### src/rtl/pwm_pkg.sv
// pwm_pkg: shared mode encoding and parameter helpers for the PWM array
package pwm_pkg;
  typedef enum logic {PWM_EDGE = 1'b0, PWM_CENTER = 1'b1} pwm_mode_e;
  function automatic int sel_w(input int n);
    return (n > 1) ? $clog2(n) : 1;
  endfunction
endpackage

### src/rtl/pwm_timebase.sv
// pwm_timebase: prescaler, shared up/down counter and shadowed top/mode
module pwm_timebase
  import pwm_pkg::*;
#(
  parameter int RES   = 8,
  parameter int DIV_W = 4
) (
  input  logic             clk,
  input  logic             rst_n,
  input  logic             cfg_run,
  input  logic             cfg_mode,
  input  logic [DIV_W-1:0] cfg_div,
  input  logic [RES-1:0]   cfg_top,
  input  logic             cfg_update,
  output logic [RES-1:0]   cnt,
  output logic             load,
  output logic             start
);
  localparam int PW = 2**DIV_W - 1;
  logic [PW-1:0] pre, lim;
  logic [RES-1:0] top_a, cnt_nx;
  pwm_mode_e mode_a;
  logic tick, up, up_nx, rise, pending, boundary;
  assign lim = ~({PW{1'b1}} << cfg_div);
  assign tick = cfg_run && pre == lim;
  // next counter value and direction; a wrap to zero marks the period boundary
  always_comb begin
    rise = up && cnt < top_a;
    cnt_nx = (mode_a == PWM_EDGE) ? ((cnt >= top_a) ? '0 : cnt + 1'b1) :
             (top_a == '0) ? '0 : rise ? cnt + 1'b1 : cnt - 1'b1;
    up_nx = mode_a == PWM_EDGE || cnt_nx == '0 || rise;
    boundary = tick && cnt_nx == '0;
    load = !cfg_run || (boundary && (pending || cfg_update));
  end
  // timebase state; shadows follow cfg while stopped and at requested boundaries
  always_ff @(posedge clk or negedge rst_n) begin
    if (!rst_n) begin
      pre <= '0;
      cnt <= '0;
      up <= 1'b1;
      pending <= 1'b0;
      start <= 1'b0;
      top_a <= '0;
      mode_a <= PWM_EDGE;
    end else begin
      pre <= (!cfg_run || tick) ? '0 : pre + 1'b1;
      pending <= cfg_run && !load && (pending || cfg_update);
      start <= boundary;
      if (!cfg_run) begin
        cnt <= '0;
        up <= 1'b1;
      end else if (tick) begin
        cnt <= cnt_nx;
        up <= up_nx;
      end
      if (load) begin
        top_a <= cfg_top;
        mode_a <= pwm_mode_e'(cfg_mode);
      end
    end
  end
endmodule

### src/rtl/pwm_gen_array.sv
// pwm_gen_array: shared-timebase PWM generators routed to registered output pins
module pwm_gen_array
  import pwm_pkg::*;
#(
  parameter int NUM_GEN = 4,
  parameter int NUM_OUT = 8,
  parameter int RES     = 8,
  parameter int DIV_W   = 4,
  localparam int SEL_W  = sel_w(NUM_GEN)
) (
  input  logic                     clk,
  input  logic                     rst_n,
  input  logic                     cfg_run,
  input  logic                     cfg_mode,
  input  logic [DIV_W-1:0]         cfg_div,
  input  logic [RES-1:0]           cfg_top,
  input  logic [NUM_GEN*RES-1:0]   cfg_duty,
  input  logic                     cfg_update,
  input  logic [NUM_OUT-1:0]       cfg_en_out,
  input  logic [NUM_OUT-1:0]       cfg_en_pwm,
  input  logic [NUM_OUT*SEL_W-1:0] cfg_sel,
  input  logic [NUM_OUT-1:0]       cfg_pol,
  output logic [NUM_OUT-1:0]       out,
  output logic                     period_start
);
  logic [RES-1:0] cnt;
  logic load, start;
  logic [NUM_GEN-1:0][RES-1:0] duty_a;
  logic [2**SEL_W-1:0] raw;
  logic [NUM_OUT-1:0] pin;
  pwm_timebase #(.RES(RES), .DIV_W(DIV_W)) u_tb (
    .clk(clk), .rst_n(rst_n), .cfg_run(cfg_run), .cfg_mode(cfg_mode),
    .cfg_div(cfg_div), .cfg_top(cfg_top), .cfg_update(cfg_update),
    .cnt(cnt), .load(load), .start(start)
  );
  // duty shadows load together with top/mode so a period never mixes settings
  always_ff @(posedge clk or negedge rst_n) begin
    if (!rst_n) duty_a <= '0;
    else if (load) duty_a <= cfg_duty;
  end
  // generator compares and per-pin routing; unused selects read as low
  always_comb begin
    raw = '0;
    pin = '0;
    for (int g = 0; g < NUM_GEN; g++) raw[g] = cnt < duty_a[g];
    for (int i = 0; i < NUM_OUT; i++)
      pin[i] = (cfg_en_out[i] && cfg_en_pwm[i]) ?
               (int'(cfg_sel[i*SEL_W +: SEL_W]) < NUM_GEN && (raw[cfg_sel[i*SEL_W +: SEL_W]] ^ cfg_pol[i])) :
               cfg_en_out[i];
  end
  // pins and period strobe are registered so they leave together
  always_ff @(posedge clk or negedge rst_n) begin
    if (!rst_n) begin
      out <= '0;
      period_start <= 1'b0;
    end else begin
      out <= pin;
      period_start <= start && cfg_run;
    end
  end
endmodule
### config.mk
export PLATFORM = sky130hd
export DESIGN_NAME = pwm_gen_array
export DESIGN_NICKNAME = d
export VERILOG_FILES = /design/src/rtl/pwm_pkg.sv /design/src/rtl/pwm_timebase.sv /design/src/rtl/pwm_gen_array.sv
export SDC_FILE = /design/constraint.sdc
export NUM_CORES = 1
export LEC_CHECK = 0
export CORE_MARGIN = 2
export CORE_UTILIZATION = 25
export CTS_CLUSTER_DIAMETER = 100
export DETAILED_ROUTE_END_ITERATION = 7
export PLACE_DENSITY = 0.42
export RECOVER_POWER = 25
export SYNTH_ARGS = -nofsm -noshare
export SYNTH_HDL_FRONTEND = slang
export SYNTH_HIERARCHICAL = 1
export SYNTH_SLANG_ARGS = --single-unit
### constraint.sdc
create_clock -name clk -period 5.42 [get_ports clk]
set_clock_uncertainty 0.15 [all_clocks]
set_input_delay 1.084 -clock clk [delete_from_list [all_inputs] [get_ports clk]]
set_output_delay 1.084 -clock clk [all_outputs]
set_load 0.01 [all_outputs]
==> flow_metrics.py, run 1 <==
metrics = {
    "grt": {
        "grt_usage_pct": 13.30,
        "overflow": 0,
        "grt_first_pass_wirelength_um": 22460,
        "first_global_vias": 4226,
        "grt_max_degree": 55,
        "grt_antenna_before_repair": 0,
    },
    "setup_path": {
        "critical_path_arrival_ns": 4.27,
        "cp.required_ns": 5.49,
        "cp_max_fo": 33,
        "crit_type": "in -> reg",
        "cp-start-kind": "primary input",
        "end_kind": "register",
    },
    "layout": {
        "diodes": 0,
        "nNetsFinal": 752,
        "final_cells": 894,
        "syn_to_final_growth_pct": 31.18,
        "drive_gt1_share_pct": 6.995,
        "fin_area_um2": 6559,
        "num-fill-cells": 2035,
    },
    "synth": {
        "synth_area_um2": 5000,
        "ys.flop_type": "dfrtp_1",
        "yosysWarnings": 6,
        "synth.lib_cells_used.distinct": 56,
        "synth_nets": 665,
        "async_flop_share_pct": 100.0,
        "synthCells": 537,
        "synth_edf_count": 0,
        "yosysSeqAreaShare_pct": 38.06,
        "syn_avg_cell_area_um2": 9.311,
        "synth-seq-cells": 76,
    },
    "timing": {
        "setup_ws_ns": 1.225,
        "setup_tns_ns": 0,
        "finalHoldViolCount": 0,
        "fmax_ghz": 0.2384,
        "setup_viol": 0,
        "tightest_slew_ns": 1.429,
        "whs_ns": 0.3161,
        "finalCritPeriodShare_pct": 77.39,
        "period_needed_ns": 4.195,
        "rsz0062_at_grt": "false",
        "maxSlewViolCount": 0,
        "max_slew_margin_pct": 4.747,
    },
    "cts": {
        "htree_levels": 3,
        "clkTransAtPathRegs_ns": 0.06,
        "cts_hold_buf": 0,
        "cts_buffers": 9,
        "post_cts_buffers": 0,
        "cts_tree": "built",
        "insertion_delay_ns": 0.34,
        "cts.path.max_buffers": 2,
        "cts_resized": 0,
        "root_buffer": "clkbuf_16",
        "clock_sinks": 76,
    },
    "routing": {
        "ant_nets": 0,
        "wl_per_cell_um": 15.20,
        "drt_pre_antenna_iters": 4,
        "totalWireLength_um": 13590,
        "drc": 0,
        "drt-vias-per-instance": 4.671,
        "via_count": 4176,
        "first_iter_violations": 207,
    },
    "placed_design": {
        "placed_area_um2": 6246,
        "gp_congestion": 0.7797,
        "io_buffers": 97,
        "dp_slack_ns": 0.8764,
        "dp.final_hpwl_um": 9939,
        "dp.cells": 878,
    },
    "die": {
        "num_rows": 51,
        "die_height_um": 145.4,
        "io_pins": 98,
        "start_util_pct": 25.61,
        "coreArea_um2": 19530,
        "dieWidth_um": 145.4,
        "dieArea_um2": 21150,
    },
    "pwr": {
        "cellLeakagePower_nw": 2.797,
        "peakVddDrop_uv": 166.4,
        "cellPowerDensity_nw_per_um2": 228.8,
    },
    "run": {
        "max_cap_violations": 0,
    },
    "hold_path": {
        "min_path_type": "reg -> reg",
    },
    "run_status": {
        "status": "finished, final reports clean",
    },
}
==> flip-flops by register name (all words and copies together), names as in the netlist, 8 cells and up <==
name / count
duty_a: 32
out: 8
u_tb/cnt: 8
u_tb/pre: 15
u_tb/top_a: 8
==> power breakdown <==
group / switching [W] / total (W) / leakage [nW] / internal, W
registers: 0.0000181 / 0.000620 / 0.960 / 0.000602
clock network: 0.000242 / 0.000658 / 0.153 / 0.000416
logic: 0.000102 / 0.000222 / 1.68 / 0.000120
==> final cells by class <==
| class | count | area, µm² | area share [%] |
|---|---|---|---|
| Clock buffer | 12 | 246.5 | 3.758 |
| Timing Repair Buffer | 102 | 999.7 | 15.24 |
| Tap cell | 265 | 331.6 | 5.055 |
| Clock inverter | 4 | 72.57 | 1.106 |
| Sequential cell | 76 | 1903 | 29.02 |
| Inverter | 43 | 161.4 | 2.461 |
| Multi-Input combinational cell | 392 | 2844 | 43.36 |
==> path summary, 6_finish.rpt <==
path                            endpoint  cells past startpoint  slack, ns         from
setup / recovery           u_tb/top_a[1]                     10       1.23   cfg_div[2]
hold / removal              period_start                      1       0.32   u_tb/start
setup reg to reg           u_tb/top_a[1]                      9       1.24  u_tb/cnt[3]
hold reg to reg             period_start                      1       0.32   u_tb/start
max in group asynchronous    u_tb/cnt[3]                      2       2.24        rst_n
min in group asynchronous      duty_a[1]                      1       0.84        rst_n
==> cell families (layout without fill, tap and decap cells) <==
family                   Yosys count  in the layout  synth area share (%)
multiplexers                      23             23                 7.533
buffers and inverters             69            161                 5.180
flip-flops                        76             76                 38.06
AND/OR/NAND/NOR                  171            171                 16.37
XOR/XNOR                          29             29                 5.080
AO/OA/AOI/OAI                    129            129                 17.82
adder cells (fa/ha/maj)           40             40                 9.960
==> cell usage in the layout, fill, tap and decap left out, types with 5 or more instances in the layout <==
cell type,instances
dfrtp_1,75
xnor2_1,18
nor2b_1,10
nor4_1,5
nand2b_1,7
o21ai_0,47
a21oi_1,18
or4_1,5
a21o_1,5
xor2_1,11
nand2_1,48
mux2_2,13
and3_1,5
ha_1,39
mux4_1,8
a211oi_1,5
nand4_1,9
clkbuf_16,9
a21boi_1,8
nand3_1,19
nor3_1,8
inv_1,43
clkdlybuf4s50_1,95
nor2_1,43
==> worst max-delay path: stages <==
cell and delay, ns:
clkdlybuf4s50_1 0.66, and2_1 0.29, a311o_1 0.34, a21boi_0 0.18, o2111ai_1 0.18, nor4_2 0.26, o21ai_0 0.23, o41ai_4 0.29
buf_4 0.38, mux2_2 0.38
==> routing by layer <==
layer | wire, µm | GRT usage (%) | vias to the layer above
met5 | 0 | 0 | -
met4 | 103 | 3.725 | 0
met3 | 372 | 2.978 | 9
met2 | 6924 | 22.99 | 69
met1 | 6189 | 16.69 | 2015
li1 | - | - | 2083
==> per-stage QoR <==
stage           power, W  utilization, %
6_report        0.001500           33.59
5_1_grt         0.001582           33.59
4_1_cts         0.001531           33.62
3_5_place_dp   0.0008575           31.99
3_3_place_gp   0.0008525           31.99
2_1_floorplan  0.0007384               -
==> cells in the mapped netlist (4+ instances only) <==
| cell | number | share of area, % |
|---|---|---|
| inv_1 | 43 | 3.2 |
| a21oi_1 | 18 | 1.8 |
| nor2_1 | 43 | 3.2 |
| nand2b_1 | 7 | 0.88 |
| mux2_2 | 13 | 2.9 |
| a21o_1 | 5 | 0.75 |
| and3_1 | 5 | 0.63 |
| and2_1 | 4 | 0.50 |
| clkbuf_1 | 26 | 2.0 |
| mux4_1 | 8 | 4.2 |
| xnor2_1 | 18 | 3.2 |
| dfrtp_1 | 75 | 38 |
| nand4_1 | 9 | 1.1 |
| nor4_1 | 6 | 0.75 |
| a211oi_1 | 5 | 0.75 |
| nor3_1 | 8 | 0.80 |
| o21ai_0 | 47 | 4.7 |
| or4_1 | 5 | 0.75 |
| nand2_1 | 48 | 3.6 |
| a31oi_1 | 4 | 0.50 |
| xor2_1 | 11 | 1.9 |
| nand3_1 | 19 | 1.9 |
| nor2b_1 | 10 | 1.3 |
| a21boi_1 | 8 | 1.2 |
| ha_1 | 39 | 9.8 |
Note: power is estimated with default switching activity, not from simulation.
==> run 2, diff against run 1 <==
==> constraint.sdc (replaced) <==
create_clock -name clk -period 4.35 [get_ports clk]
set_clock_uncertainty 0.15 [all_clocks]
set_input_delay 0.87 -clock clk [delete_from_list [all_inputs] [get_ports clk]]
set_output_delay 0.87 -clock clk [all_outputs]
set_load 0.01 [all_outputs]
==> flow_metrics.py, run 2 (synthesis results as in run 1) <==
metrics = {
    "setup_path": {
        "slowest_stage": "clkdlybuf4s50_1",
        "rr_worst_depth": 9,
        "worstReg2RegEnd": "u_tb/top_a[6]",
        "cp.required_ns": 4.42,
        "path_cells": "clkdlybuf4s50_1, nor3_1, a311o_1, a21boi_0, o2111ai_1, nor4_2, o21ai_0, o41ai_4, buf_4, mux2_2",
        "cp-start-kind": "primary input",
        "path_depth": 10,
        "rrSetupSlack_ns": 0.70,
        "critical_path_arrival_ns": 3.91,
        "r2r_start": "u_tb/cnt[7]",
        "end_kind": "register",
        "crit_family": "compound AO/OA/AOI/OAI gates",
        "crit_type": "in -> reg",
        "worst-path-buf-inv": 2,
        "cp_max_fo": 16,
        "critPathMaxStageDelay_ns": 0.80,
    },
    "pwr": {
        "peakVddDrop_uv": 197.5,
        "cellLeakagePower_nw": 2.844,
        "cellPowerDensity_nw_per_um2": 281.0,
    },
    "die": {
        "io_pins": 98,
        "coreArea_um2": 19530,
        "start_util_pct": 25.61,
        "die_height_um": 145.4,
        "dieArea_um2": 21150,
        "num_rows": 51,
        "dieWidth_um": 145.4,
    },
    "layout": {
        "diodes": 0,
        "nNetsFinal": 760,
        "multiInputGateArea_um2": 2844,
        "top_regs": "duty_a: 32 flops, u_tb/pre: 15 flops",
        "syn_to_final_growth_pct": 32.68,
        "final_cell_mix": "96 x clkdlybuf4s50_1, 75 x dfrtp_1, 48 x nand2_1",
        "layout_commonest_cell": "clkdlybuf4s50_1",
        "top_register": "duty_a",
        "drive_gt1_share_pct": 8.477,
        "num-fill-cells": 2053,
        "largest_reg_flops": 32,
        "regArea_um2": 1903,
    },
    "timing": {
        "max_slew_margin_pct": -36.17,
        "setup_viol": 0,
        "tightest_slew_ns": 2.043,
        "rsz0062_at_grt": "false",
        "fmax_ghz": 0.2603,
        "setup_ws_ns": 0.5085,
        "finalHoldViolCount": 0,
        "period_needed_ns": 3.841,
        "maxSlewViolCount": 77,
        "setup_tns_ns": 0,
        "finalCritPeriodShare_pct": 88.31,
    },
    "cts": {
        "cts_tree": "built",
        "clock_sinks": 76,
        "cts.path.max_buffers": 2,
        "htree_levels": 3,
        "cts_hold_buf": 0,
        "clkTransAtPathRegs_ns": 0.06,
        "cts_resized": 0,
        "cts_buffers": 9,
        "root_buffer": "clkbuf_16",
        "post_cts_buffers": 0,
        "insertion_delay_ns": 0.34,
    },
    "placed_design": {
        "gp_congestion": 0.7810,
        "dp.final_hpwl_um": 10150,
        "io_buffers": 97,
        "dp_slack_ns": 0.1183,
    },
    "hold_path": {
        "min_path_type": "reg -> reg",
        "min_path_cells": 1,
        "hp-start": "u_tb/start",
        "min_to": "period_start",
    },
    "routing": {
        "via_count": 4220,
        "ant_nets": 0,
        "wl_per_cell_um": 15.23,
        "drt_pre_antenna_iters": 4,
        "drc": 0,
        "totalWireLength_um": 13730,
        "first_iter_violations": 240,
        "drt-vias-per-instance": 4.678,
    },
    "grt": {
        "first_global_vias": 4365,
        "grt_first_pass_wirelength_um": 23030,
        "overflow": 0,
        "grt_max_degree": 77,
        "grt_antenna_before_repair": 0,
        "grt_usage_pct": 13.66,
    },
    "run_status": {
        "violations": "max-capacitance violations, max-slew violations",
        "status": "finished, violations left",
    },
    "run": {
        "max_cap_violations": 1,
    },
}
## run 2: worst register-to-register path: stages, from the launching register on
cell,delay (ns)
dfrtp_1,0.42
ha_1,0.34
a21oi_1,0.21
o211ai_2,0.25
or2_2,0.41
o2111a_1,0.27
a211o_1,0.35
o41ai_4,0.48
buf_4,0.29
mux2_2,0.37
## run 2: report_power, final
part / switching, W / internal, W / total (W)
Clock: 0.000307 / 0.000503 / 0.000810
Sequential: 0.0000219 / 0.000750 / 0.000772
Combinational: 0.000130 / 0.000152 / 0.000282
Total: 0.000459 / 0.00140 / 0.00186
## run 2: per-stage QoR
step | area (µm²) | hold WS [ns] | utilization, % | std cells | power [W]
3_3_place_gp | 6319 | 0.3013 | 32.36 | 886 | 0.001066
2_1_floorplan | 5000 | 0.2836 | - | 537 | 0.0009201
4_1_cts | 6636 | 0.3157 | 33.99 | 902 | 0.001911
5_1_grt | 6634 | 0.3287 | 33.97 | 902 | 0.001973
6_report | 6634 | 0.3097 | 33.97 | 902 | 0.001864
3_5_place_dp | 6319 | 0.3028 | 32.36 | 886 | 0.001071
## run 2: worst max path at each step
stage | from | to | slack, ns
after floorplan | u_tb/cnt[3] | duty_a[0] | 0.37
after global placement | cfg_div[1] | u_tb/top_a[1] | 0.20
after detailed placement | cfg_div[1] | u_tb/top_a[2] | 0.12
after CTS | cfg_div[1] | u_tb/top_a[6] | 0.48
after global routing | cfg_div[1] | duty_a[8] | 0.26
final | cfg_div[1] | u_tb/top_a[6] | 0.51
## run 2: layer usage
metal / share of wire, % / wire, µm / track usage [%]
met3: 4.1 / 561 / 3.009
met5: 0 / 0 / 0
met2: 49 / 6694 / 23.18
met4: 1.7 / 238 / 4.314
met1: 45 / 6238 / 17.35
## run 2: area by class of cell
| class | count | area share, % |
|---|---|---|
| clock inverter | 6 | 1.339 |
| clock buffer | 10 | 3.452 |
| timing repair buffer | 110 | 16.22 |
| tap | 265 | 4.998 |
| sequential | 76 | 28.69 |
| multi-input combinational | 392 | 42.87 |
| inverter | 43 | 2.433 |
